File: config.mk
export PLATFORM = sky130hd
export DESIGN_NAME = ins_encoder_flat
export DESIGN_NICKNAME = d
export VERILOG_FILES = /design/src/rtl/ins_pkg.sv /design/src/rtl/ins_encoder_if.sv /design/src/rtl/ins_pack.sv /design/src/rtl/ins_encoder.sv /design/src/flat_wrapper.sv
export SDC_FILE = /design/constraint.sdc
export NUM_CORES = 1
export LEC_CHECK = 0
export BUFFER_PORTS_ARGS = -buffer_cell sky130_fd_sc_hd__buf_2
export CORE_MARGIN = 3
export CORE_UTILIZATION = 45
export CTS_CLUSTER_SIZE = 12
export DETAILED_ROUTE_END_ITERATION = 7
export PLACE_DENSITY = 0.82
export SYNTH_ARGS = -nofsm -noshare
export SYNTH_HDL_FRONTEND = slang
export SYNTH_SLANG_ARGS = --single-unit
export TNS_END_PERCENT = 20
File: constraint.sdc
create_clock -name clk -period 3.3 [get_ports clk]
set_input_delay 0.66 -clock clk [delete_from_list [all_inputs] [get_ports clk]]
set_output_delay 0.66 -clock clk [all_outputs]
set_load 0.02 [all_outputs]
File: src/rtl/ins_pkg.sv
// Shared instruction-format codes, field widths/positions and the field bundle.
// Zero latency (constants and types only); no flow control.
package ins_pkg;

  localparam int FMT_W    = 2;
  localparam int OPCODE_W = 6;
  localparam int REG_W    = 5;
  localparam int SHAMT_W  = 5;
  localparam int FUNCT_W  = 6;
  localparam int IMM_W    = 16;
  localparam int ADDR_W   = 26;
  localparam int WORD_W   = 32;

  localparam logic [FMT_W-1:0] FMT_R   = 2'd0;
  localparam logic [FMT_W-1:0] FMT_I   = 2'd1;
  localparam logic [FMT_W-1:0] FMT_J   = 2'd2;
  localparam logic [FMT_W-1:0] FMT_BAD = 2'd3;

  // LSB position of each field inside the 32-bit instruction word
  localparam int OPCODE_LSB = 26;
  localparam int RS_LSB     = 21;
  localparam int RT_LSB     = 16;
  localparam int RD_LSB     = 11;
  localparam int SHAMT_LSB  = 6;
  localparam int FUNCT_LSB  = 0;
  localparam int IMM_LSB    = 0;
  localparam int ADDR_LSB   = 0;

  typedef struct packed {
    logic [FMT_W-1:0]    fmt;
    logic [OPCODE_W-1:0] opcode;
    logic [REG_W-1:0]    rs;
    logic [REG_W-1:0]    rt;
    logic [REG_W-1:0]    rd;
    logic [SHAMT_W-1:0]  shamt;
    logic [FUNCT_W-1:0]  funct;
    logic [IMM_W-1:0]    immediate;
    logic [ADDR_W-1:0]   address;
  } fields_t;

endpackage

File: src/rtl/ins_encoder_if.sv
// Field-side and word-side handshake bundle of the instruction encoder.
// Slave is the encoder; master drives fields/in_valid/out_ready and consumes words.
interface ins_encoder_if;
  import ins_pkg::*;

  logic [FMT_W-1:0]    fmt;
  logic [OPCODE_W-1:0] opcode;
  logic [FUNCT_W-1:0]  funct;
  logic [SHAMT_W-1:0]  shamt;
  logic [REG_W-1:0]    rs;
  logic [REG_W-1:0]    rt;
  logic [REG_W-1:0]    rd;
  logic [IMM_W-1:0]    immediate;
  logic [ADDR_W-1:0]   address;
  logic                in_valid;
  logic                in_ready;
  logic [WORD_W-1:0]   ins;
  logic [WORD_W-1:0]   ins_addr;
  logic                out_valid;
  logic                out_ready;
  logic                full;
  logic                err;

  modport master (
    output fmt, opcode, funct, shamt, rs, rt, rd, immediate, address, in_valid, out_ready,
    input  in_ready, ins, ins_addr, out_valid, full, err
  );

  modport slave (
    input  fmt, opcode, funct, shamt, rs, rt, rd, immediate, address, in_valid, out_ready,
    output in_ready, ins, ins_addr, out_valid, full, err
  );

endinterface

File: src/rtl/ins_pack.sv
// Packs decoded fields into an R/I/J instruction word; illegal format yields zero.
// Purely combinational, no flow control.
module ins_pack
  import ins_pkg::*;
(
  input  fields_t           f,
  output logic [WORD_W-1:0] word
);

  always_comb begin
    word = '0;
    word[OPCODE_LSB +: OPCODE_W] = f.opcode;
    case (f.fmt)
      FMT_R: begin
        word[RS_LSB    +: REG_W]   = f.rs;
        word[RT_LSB    +: REG_W]   = f.rt;
        word[RD_LSB    +: REG_W]   = f.rd;
        word[SHAMT_LSB +: SHAMT_W] = f.shamt;
        word[FUNCT_LSB +: FUNCT_W] = f.funct;
      end
      FMT_I: begin
        word[RS_LSB  +: REG_W] = f.rs;
        word[RT_LSB  +: REG_W] = f.rt;
        word[IMM_LSB +: IMM_W] = f.immediate;
      end
      FMT_J: word[ADDR_LSB +: ADDR_W] = f.address;
      default: word = '0;
    endcase
  end

endmodule

File: src/rtl/ins_encoder.sv
// Encodes instruction fields into addressed words; 1-cycle latency, one per cycle.
// Backpressure: a pending word holds until out_ready; intake stalls on full, clear or reset.
module ins_encoder
  import ins_pkg::*;
#(
  parameter int          DEPTH     = 64,
  parameter logic [31:0] BASE_ADDR = 32'h0000_0000
) (
  input  logic         clk,
  input  logic         rst,
  input  logic         clear,
  ins_encoder_if.slave bus
);

  localparam int CNT_W = $clog2(DEPTH + 1);

  logic [CNT_W-1:0]  wr_count;
  logic [WORD_W-1:0] ins_q;
  logic [WORD_W-1:0] ins_addr_q;
  logic              out_valid_q;
  logic              err_q;
  logic              full;
  logic              in_ready;
  logic              accept;
  logic              legal;
  logic              emit;
  fields_t           fields;
  logic [WORD_W-1:0] packed_word;

  always_comb begin
    fields           = '0;
    fields.fmt       = bus.fmt;
    fields.opcode    = bus.opcode;
    fields.rs        = bus.rs;
    fields.rt        = bus.rt;
    fields.rd        = bus.rd;
    fields.shamt     = bus.shamt;
    fields.funct     = bus.funct;
    fields.immediate = bus.immediate;
    fields.address   = bus.address;
  end

  ins_pack u_pack (
    .f    (fields),
    .word (packed_word)
  );

  assign full     = (wr_count == CNT_W'(DEPTH));
  assign in_ready = !rst && !full && !clear && (!out_valid_q || bus.out_ready);
  assign accept   = bus.in_valid && in_ready;
  assign legal    = accept && (bus.fmt != FMT_BAD);
  assign emit     = out_valid_q && bus.out_ready;

  always_ff @(posedge clk) begin
    if (rst) begin
      wr_count    <= '0;
      ins_q       <= '0;
      ins_addr_q  <= '0;
      out_valid_q <= 1'b0;
      err_q       <= 1'b0;
    end else if (clear) begin
      wr_count    <= '0;
      out_valid_q <= 1'b0;
      err_q       <= 1'b0;
    end else begin
      if (legal) begin
        ins_q       <= packed_word;
        ins_addr_q  <= BASE_ADDR + (32'(wr_count) << 2);
        wr_count    <= wr_count + CNT_W'(1);
        out_valid_q <= 1'b1;
      end else if (emit) begin
        out_valid_q <= 1'b0;
      end
      // An illegal format is consumed but only flags the error
      if (accept && (bus.fmt == FMT_BAD)) err_q <= 1'b1;
    end
  end

  assign bus.in_ready  = in_ready;
  assign bus.ins       = ins_q;
  assign bus.ins_addr  = ins_addr_q;
  assign bus.out_valid = out_valid_q;
  assign bus.full      = full;
  assign bus.err       = err_q;

endmodule

File: src/flat_wrapper.sv
// flat-port wrapper written by rule: the top's interface ports become plain ports
module ins_encoder_flat import ins_pkg::*;
#(
  parameter int          DEPTH     = 64,
  parameter logic [31:0] BASE_ADDR = 32'h0000_0000
)
  (clk, rst, clear, bus_fmt, bus_opcode, bus_funct, bus_shamt, bus_rs, bus_rt, bus_rd, bus_immediate, bus_address, bus_in_valid, bus_out_ready, bus_in_ready, bus_ins, bus_ins_addr, bus_out_valid, bus_full, bus_err);
  ins_encoder_if bus_i ();
  input  logic clk;
  input  logic rst;
  input  logic clear;
  input wire logic [$bits(bus_i.fmt)-1:0] bus_fmt;
  input wire logic [$bits(bus_i.opcode)-1:0] bus_opcode;
  input wire logic [$bits(bus_i.funct)-1:0] bus_funct;
  input wire logic [$bits(bus_i.shamt)-1:0] bus_shamt;
  input wire logic [$bits(bus_i.rs)-1:0] bus_rs;
  input wire logic [$bits(bus_i.rt)-1:0] bus_rt;
  input wire logic [$bits(bus_i.rd)-1:0] bus_rd;
  input wire logic [$bits(bus_i.immediate)-1:0] bus_immediate;
  input wire logic [$bits(bus_i.address)-1:0] bus_address;
  input wire logic [$bits(bus_i.in_valid)-1:0] bus_in_valid;
  input wire logic [$bits(bus_i.out_ready)-1:0] bus_out_ready;
  output wire logic [$bits(bus_i.in_ready)-1:0] bus_in_ready;
  output wire logic [$bits(bus_i.ins)-1:0] bus_ins;
  output wire logic [$bits(bus_i.ins_addr)-1:0] bus_ins_addr;
  output wire logic [$bits(bus_i.out_valid)-1:0] bus_out_valid;
  output wire logic [$bits(bus_i.full)-1:0] bus_full;
  output wire logic [$bits(bus_i.err)-1:0] bus_err;
  assign bus_i.fmt = bus_fmt;
  assign bus_i.opcode = bus_opcode;
  assign bus_i.funct = bus_funct;
  assign bus_i.shamt = bus_shamt;
  assign bus_i.rs = bus_rs;
  assign bus_i.rt = bus_rt;
  assign bus_i.rd = bus_rd;
  assign bus_i.immediate = bus_immediate;
  assign bus_i.address = bus_address;
  assign bus_i.in_valid = bus_in_valid;
  assign bus_i.out_ready = bus_out_ready;
  assign bus_in_ready = bus_i.in_ready;
  assign bus_ins = bus_i.ins;
  assign bus_ins_addr = bus_i.ins_addr;
  assign bus_out_valid = bus_i.out_valid;
  assign bus_full = bus_i.full;
  assign bus_err = bus_i.err;
  ins_encoder #(.DEPTH(DEPTH), .BASE_ADDR(BASE_ADDR)) u_core (.clk(clk), .rst(rst), .clear(clear), .bus(bus_i));
endmodule
==> summary.md, run 1 <==
| Metric | Value |
|---|---|
| CP max-delay cell | nand3b_2 |
| Initial antenna violation count | 0 |
| Clock skew | 0.00367 ns |
| HP Class | register to register |
| Fill cells | 486 |
| Min Clock Period, post-route | 2.73 ns |
| WL per Instance | 13.5 µm |
| Setup CP Type | register to primary output |
| Detailed Route WL | 6610 µm |
| DR vias | 2532 |
| Cell variety after synth | 34 |
| Finished Cell Area | 3160 µm² |
| Vias in the first global route | 2348 |
| VDD IR max | 195 µV |
| Nets@finish | 500 |
| PnR Total Power | 1.24 mW |
| Critical Path AT | 2.07 ns |
| Post-DP HPWL | 4960 µm |
| Post-synth EDFFs | 0 |
| Placed cells | 480 |
| Fmax | between 300 and 400 MHz |
| Register area share after synthesis | 0.377 |
| Post-CTS setup buffers | 0 |
| Status | complete, no violations |
| Setup violations, final | 0 |
| CP Cell Sequence | inv_1 > ha_1 > nor4b_2 > nand3b_2 > inv_2 > buf_2 |
| TNS Setup | 0 ns |
| Post-cts resize count | 0 |
| Crit-path max FO | 20 |
| Top_reg_cell synth | dfxtp_1 |
| Worst-case clock buffer depth | 2 |
| Pwr Density | 392 nW/µm² |
| Int Power | about 0.9 mW |
| Global Route Usage Sum | 0.197 |
| Seq pwr share | 0.488 |
| Cts-stage hold buffer count | 0 |
| Routability cong. | 0.776 |
| Post-synth top area share | 0.377 |
| Area grow syn2layout | 23.9% |
| Max-slew headroom | 0.350 |
| First-pass GRT wire length | 10300 µm |
| Fin cells | 488 |
| Util after Layout | 0.596 |
| Max incr delay on CP | between 0.3 and 0.4 ns |
| Die Height | around 81 µm |
| Syn Area/Cell | between 8 and 9 µm² |
| CP startpoint kind | register |
| CP required | 2.64 ns |
| DR pass1 iterations | 4 |
| CP delay by family, top | buffers and inverters |
| Sw Pwr | between 0.3 and 0.4 mW |
| Vias/cell | 5.19 |
| Async SR Flop Fraction | 0 |
| Max-Cap Viols | 0 |
| Cell with the most instances after synthesis | a21oi_1 |
| Switching Fraction | 0.267 |
| Clock sink count | 48 |
| I/O Pins | between 100 and 150 |
| Endpoints failing hold | 0 |
| CP Capture Type | primary output |
| Worst slew pin tran | 0.974 ns |
| Port Buffers | 123 |
| DRC viols | 0 |
| Hold_ws | ~0.48 ns |
| Dpl ws | between 0.7 and 0.8 ns |
| Period utilisation layout | 0.829 |
| Clock power frac | 0.335 |
| Placed Area | 3050 µm² |
| TritonCTS clock tree | built |
| Antenna Nets Post-Route | 0 |
| Final Max Slew Viols | 0 |
| Starting Density | 0.481 |
| Root buf cell | clkbuf_8 |
| Global route overflow | 0 |
| Cell Rows | 26 |
| Cells after Synth | 308 |
| Worst skew pair latency | 0.30 ns |
| Core Region | 5300 µm² |
| Worst Path Buf+Inv | 3 |
| DRT iter0 DRCs | about 90 |
| Die footprint | 6610 µm² |
| Layout cells sized above 1 | 0.347 |
| Clock transition at the registers of the reported paths | approximately 0.09 ns |
| Die Width | 81.3 µm |
| CTS H-tree lvls | 2 |
| Synthesized flop and latch total | 48 |
| Yosys warnings | 0 |
| Setup ws final | 0.566 ns |
| Mapped cell area | 2550 µm² |
| Top post-synthesis cells by count | a21oi_1, dfxtp_1, buf_4 |
| Cts bufs inserted | 5 |
| Cell type with the largest total area after synthesis | dfxtp_1 |
| Logic pwr share | 0.177 |
| Pin count of the biggest net entering global routing | 41 |
| Top area cells in the synthesized netlist | dfxtp_1, a21oi_1, buf_4 |
| Leak Pwr | 1.45 nW |
| RSZ-0062 raised after global routing | false |
| # diodes | 0 |
[worst register-to-register path: stages, from the launching register on]
cell and delay [ns]:
dfxtp_1 0.41, inv_1 0.09, ha_1 0.19, nor4b_2 0.15
nand3b_2 0.34, inv_2 0.24, nor2_2 0.80, a211oi_1 0.18
[state kept, by name (all words and copies together), names as in the netlist]
name and cells:
u_core.wr_count 7, u_core.bus.err 1, u_core.bus.ins_addr 7, u_core.bus.out_valid 1
u_core.bus.ins 32
[power groups by stage]
stage          clock network, mW  registers [mW]  logic, mW
3_3_place_gp                   0           0.617      0.215
5_1_grt                    0.441           0.607      0.241
2_1_floorplan                  0           0.638      0.142
3_5_place_dp                   0           0.617      0.219
4_1_cts                    0.421           0.604      0.219
6_report                   0.415           0.604      0.219
[cells in the final DEF, fill, tap and decap left out, types with 2 or more instances in the layout]
master / synthesis / routed
buf_4: 29 / 7
and3_1: 2 / 2
nor2_1: 15 / 15
or4_1: 2 / 2
buf_2: 8 / 123
clkbuf_8: 0 / 5
conb_1: 1 / 25
ha_1: 2 / 2
inv_1: 3 / 3
dfxtp_1: 48 / 48
o21ai_1: 9 / 9
o31ai_1: 3 / 3
a21oi_1: 69 / 69
nor2b_1: 11 / 11
a211oi_1: 23 / 23
nand2_1: 8 / 8
nand3_1: 17 / 17
o21ai_0: 11 / 11
nor2_2: 2 / 2
mux2i_1: 17 / 17
[layer usage]
metal / routed length (µm) / vias to the layer above / global-route usage
met5: 0 / - / 0
met4: 165 / 0 / 0.0929
met3: 469 / 21 / 0.0344
met2: 3330 / 117 / 0.344
met1: 2640 / 1126 / 0.232
li1: - / 1268 / -
[layout make-up]
cell class                      count  area [µm²]  share of cell area
Multi-Input combinational cell    228        1320               0.418
Sequential cell                    48         961               0.304
Timing Repair Buffer              130         668               0.211
Tap cell                           70        87.6              0.0277
Clock buffer                        6        72.6              0.0230
Clock inverter                      2        35.0              0.0111
Inverter                            4        15.0             0.00475
[logic make-up after synthesis]
family                   count (synthesis)  synth area share
AO/OA/AOI/OAI                          119             0.266
AND/OR/NAND/NOR                         65             0.138
buffers and inverters                   56             0.141
flip-flops                              48             0.377
multiplexers                            17            0.0667
adder cells (fa/ha/maj)                  2           0.00981
other                                    1           0.00147
[path summary, 6_finish.rpt]
| path | from | to | slack, ns | cells after the start |
|---|---|---|---|---|
| hold reg to reg | u_core.bus.ins_addr[8]$_SDFFE_PP0P_ | u_core.bus.ins_addr[8]$_SDFFE_PP0P_ | 0.48 | 2 |
| setup / recovery | u_core.wr_count[0]$_SDFFE_PP0P_ | bus_full | 0.57 | 6 |
| setup reg to reg | u_core.wr_count[0]$_SDFFE_PP0P_ | u_core.bus.ins[22]$_SDFFE_PP0P_ | 0.74 | 7 |
| hold / removal | u_core.bus.ins_addr[8]$_SDFFE_PP0P_ | u_core.bus.ins_addr[8]$_SDFFE_PP0P_ | 0.48 | 2 |
Power figures use the tool's default switching activity.
==> inputs of run 2 (changes only) <==
- ABC_AREA: default -> 1
- CORE_UTILIZATION: 45 -> 40
- PLACE_DENSITY: 0.82 -> 0.77
- clock period: 3.3 -> 2.5 ns (I/O delays scaled with it)
==> run 2 against run 1 <==
Compared with the run above: non-clock buffer count down 3; utilization down 7.4 points; setup slack got worse by 0.17 ns; combinational power increased by 18%; critical endpoint is now bus_in_ready.
==> summary.md, run 2 <==
| Metric | Value |
|---|---|
| HP Class | input port to register |
| Post-synth top area share | 0.377 |
| Global Route Usage Sum | 0.169 |
| DR vias | between 2000 and 3000 |
| Max reg flops | 32 |
| Clock transition at the registers of the reported paths | around 0.09 ns |
| Root buf cell | clkbuf_8 |
| Pwr Density | 480 nW/µm² |
| Top_reg_cell synth | dfxtp_1 |
| Critical Path AT | 1.60 ns |
| Min Clock Period, post-route | 2.10 ns |
| Util after Layout | 0.522 |
| DRT iter0 DRCs | 79 |
| Cells after Synth | 366 |
| Worst Path Buf+Inv | 4 |
| Pin count of the biggest net entering global routing | 41 |
| DRC viols | 0 |
| TritonCTS clock tree | built |
| Core Region | 6060 µm² |
| Hold endpoint | u_core.bus.ins[26]$_SDFFE_PP0P_ |
| Leak Pwr | ~1.6 nW |
| Min-delay src | bus_opcode[0] |
| Die Width | 85.8 µm |
| Critical R2R Launch | u_core.wr_count[0]$_SDFFE_PP0P_ |
| Cell Rows | 28 |
| # diodes | 0 |
| Reg2reg setup slack | 0.71 ns |
| R2r worst-path depth | 9 |
| WL per Instance | 11.3 µm |
| Worst slew pin tran | 0.678 ns |
| RSZ-0062 raised after global routing | false |
| Port Buffers | around 120 |
| Antenna Nets Post-Route | 0 |
| Post-synth EDFFs | 0 |
| Synthesized flop and latch total | 48 |
| Reg-to-reg endpoint | u_core.bus.ins[13]$_SDFFE_PP0P_ |
| Mapped cell area | 2550 µm² |
| Register area share after synthesis | 0.377 |
| CP max-delay cell | dfxtp_1 |
| Max-slew headroom | 0.545 |
| Max incr delay on CP | between 0.4 and 0.5 ns |
| WHS Path Cells | 3 |
| Cell with the most instances after synthesis | nand2_1 |
| I/O Pins | between 100 and 150 |
| M1 GR Usage | 0.188 |
| GR peak layer | met2 |
| Cts bufs inserted | 5 |
| Cell type with the largest total area after synthesis | dfxtp_1 |
| Top area cells in the synthesized netlist | dfxtp_1, nand2_1, a21oi_1 |
| Clock sink count | 48 |
| Cts-stage hold buffer count | 0 |
| Crit path top cell by count | inv_1 |
| Worst-case clock buffer depth | 2 |
| Die footprint | roughly 7400 µm² |
| Vias in the first global route | 2350 |
| Endpoints failing hold | 0 |
| Async SR Flop Fraction | 0 |
| Worst skew pair latency | 0.29 ns |
| Routability cong. | around 0.83 |
| Final Max Slew Viols | 0 |
| TNS Setup | 0 ns |
| Post-cts resize count | 0 |
| Area grow syn2layout | 24.2% |
| CP startpoint kind | register |
| Crit-path max FO | 5 |
| DR pass1 iterations | 4 |
| Fmax | 476 MHz |
| Starting Density | 0.421 |
| Max-Cap Viols | 0 |
| Commonest cells after routing, fill and taps aside | nand2_1, buf_2, dfxtp_1, a21oi_1, conb_1 |
| Yosys warnings | 0 |
| Vias/cell | ~4.6 |
| Initial antenna violation count | 0 |
| WP depth | 8 |
| CTS H-tree lvls | 2 |
| Setup violations, final | 0 |
| First-pass GRT wire length | 10100 µm |
| Status | complete, no violations |
| Period utilisation layout | 0.840 |
| CP required | 2.00 ns |
| Commonest non-fill, non-tap cell in the layout | nand2_1 |
| Post-DP HPWL | between 4000 and 5000 µm |
| Detailed Route WL | 6260 µm |
| Syn Area/Cell | 6.96 µm² |
| Nets@finish | about 560 |
| Clock skew | 0.00593 ns |
| Layout cells sized above 1 | 0.295 |
| Cell variety after synth | 25 |
| CP Capture Type | primary output |
| CP Cell Sequence | inv_1 > ha_1 > inv_1 > nor2_1 > nand3_2 > inv_1 > nor3_1 > buf_2 |
| Die Height | 85.8 µm |
| CP delay by family, top | flip-flops |
| Met2 Track Usage GR | 0.316 |
| GRT met3 Usage | 0.0413 |
| Post-CTS setup buffers | 0 |
| Global route overflow | 0 |
| Setup CP Type | register to primary output |
| VDD IR max | 198 µV |
| Top post-synthesis cells by count | nand2_1, dfxtp_1, a21oi_1 |
[run 2: cell families after synthesis]
group | count (synthesis) | synth area share
AO/OA/AOI/OAI | 52 | 0.119
AND/OR/NAND/NOR | 193 | 0.325
XOR/XNOR | 4 | 0.0137
adder cells (fa/ha/maj) | 2 | 0.00982
flip-flops | 48 | 0.377
other | 1 | 0.00147
buffers and inverters | 66 | 0.154
[run 2: power by group]
group / leakage [nW] / total, mW / internal, mW / switching (mW)
Sequential: 0.388 / 0.786 / 0.779 / 0.00752
Combinational: 1.17 / 0.258 / 0.0974 / 0.160
Clock: 0.0445 / 0.476 / 0.225 / 0.250
[run 2: final cells by class]
type | instances | area (µm²)
repair buffers | 127 | 646
inverters | 22 | 85.1
well taps | 75 | 93.8
multi-input cells | 276 | 1280
clock buffers | 7 | 86.3
flip-flops and latches | 48 | 961
clock inverters | 1 | 7.51
fillers | 615 | 2900
[run 2: worst max-delay path by stage]
stage	start	endpoint	slack, ns
after floorplan	rst	bus_in_ready	0.55
after detailed placement	rst	u_core.bus.ins_addr[8]$_SDFFE_PP0P_	0.58
after CTS	u_core.wr_count[0]$_SDFFE_PP0P_	bus_in_ready	0.39
after global routing	u_core.wr_count[0]$_SDFFE_PP0P_	bus_in_ready	0.30
after global placement	bus_fmt[0]	u_core.bus.ins[24]$_SDFFE_PP0P_	0.63
final	u_core.wr_count[0]$_SDFFE_PP0P_	bus_in_ready	0.40
[run 2: routing by layer]
layer	vias to the layer above	part of all wire
met3	7	0.081
li1	1325	-
met2	100	0.50
met4	0	0.011
met1	1108	0.41
met5	-	0
[run 2: through the flow]
stage / total power [mW] / cells / hold WS (ns) / area (µm²) / setup WS, ns
6_report: 1.52 / 556 / 0.427 / 3160 / 0.400
5_1_grt: 1.60 / 556 / 0.437 / 3160 / 0.304
4_1_cts: 1.54 / 556 / 0.417 / 3160 / 0.388
3_5_place_dp: 1.06 / 548 / 0.452 / 3070 / 0.578
3_3_place_gp: 1.06 / 548 / 0.449 / 3070 / 0.627
2_1_floorplan: 0.999 / 390 / 0.465 / 2640 / 0.549
[run 2: worst register-to-register path: stages, from the launching register on]
cell     delay, ns
dfxtp_1       0.42
inv_1         0.09
ha_1          0.19
inv_1         0.05
nor2_1        0.04
nand3_2       0.13
nand3_4       0.11
nor2_8        0.40
nand2_1       0.11
a21oi_1       0.17
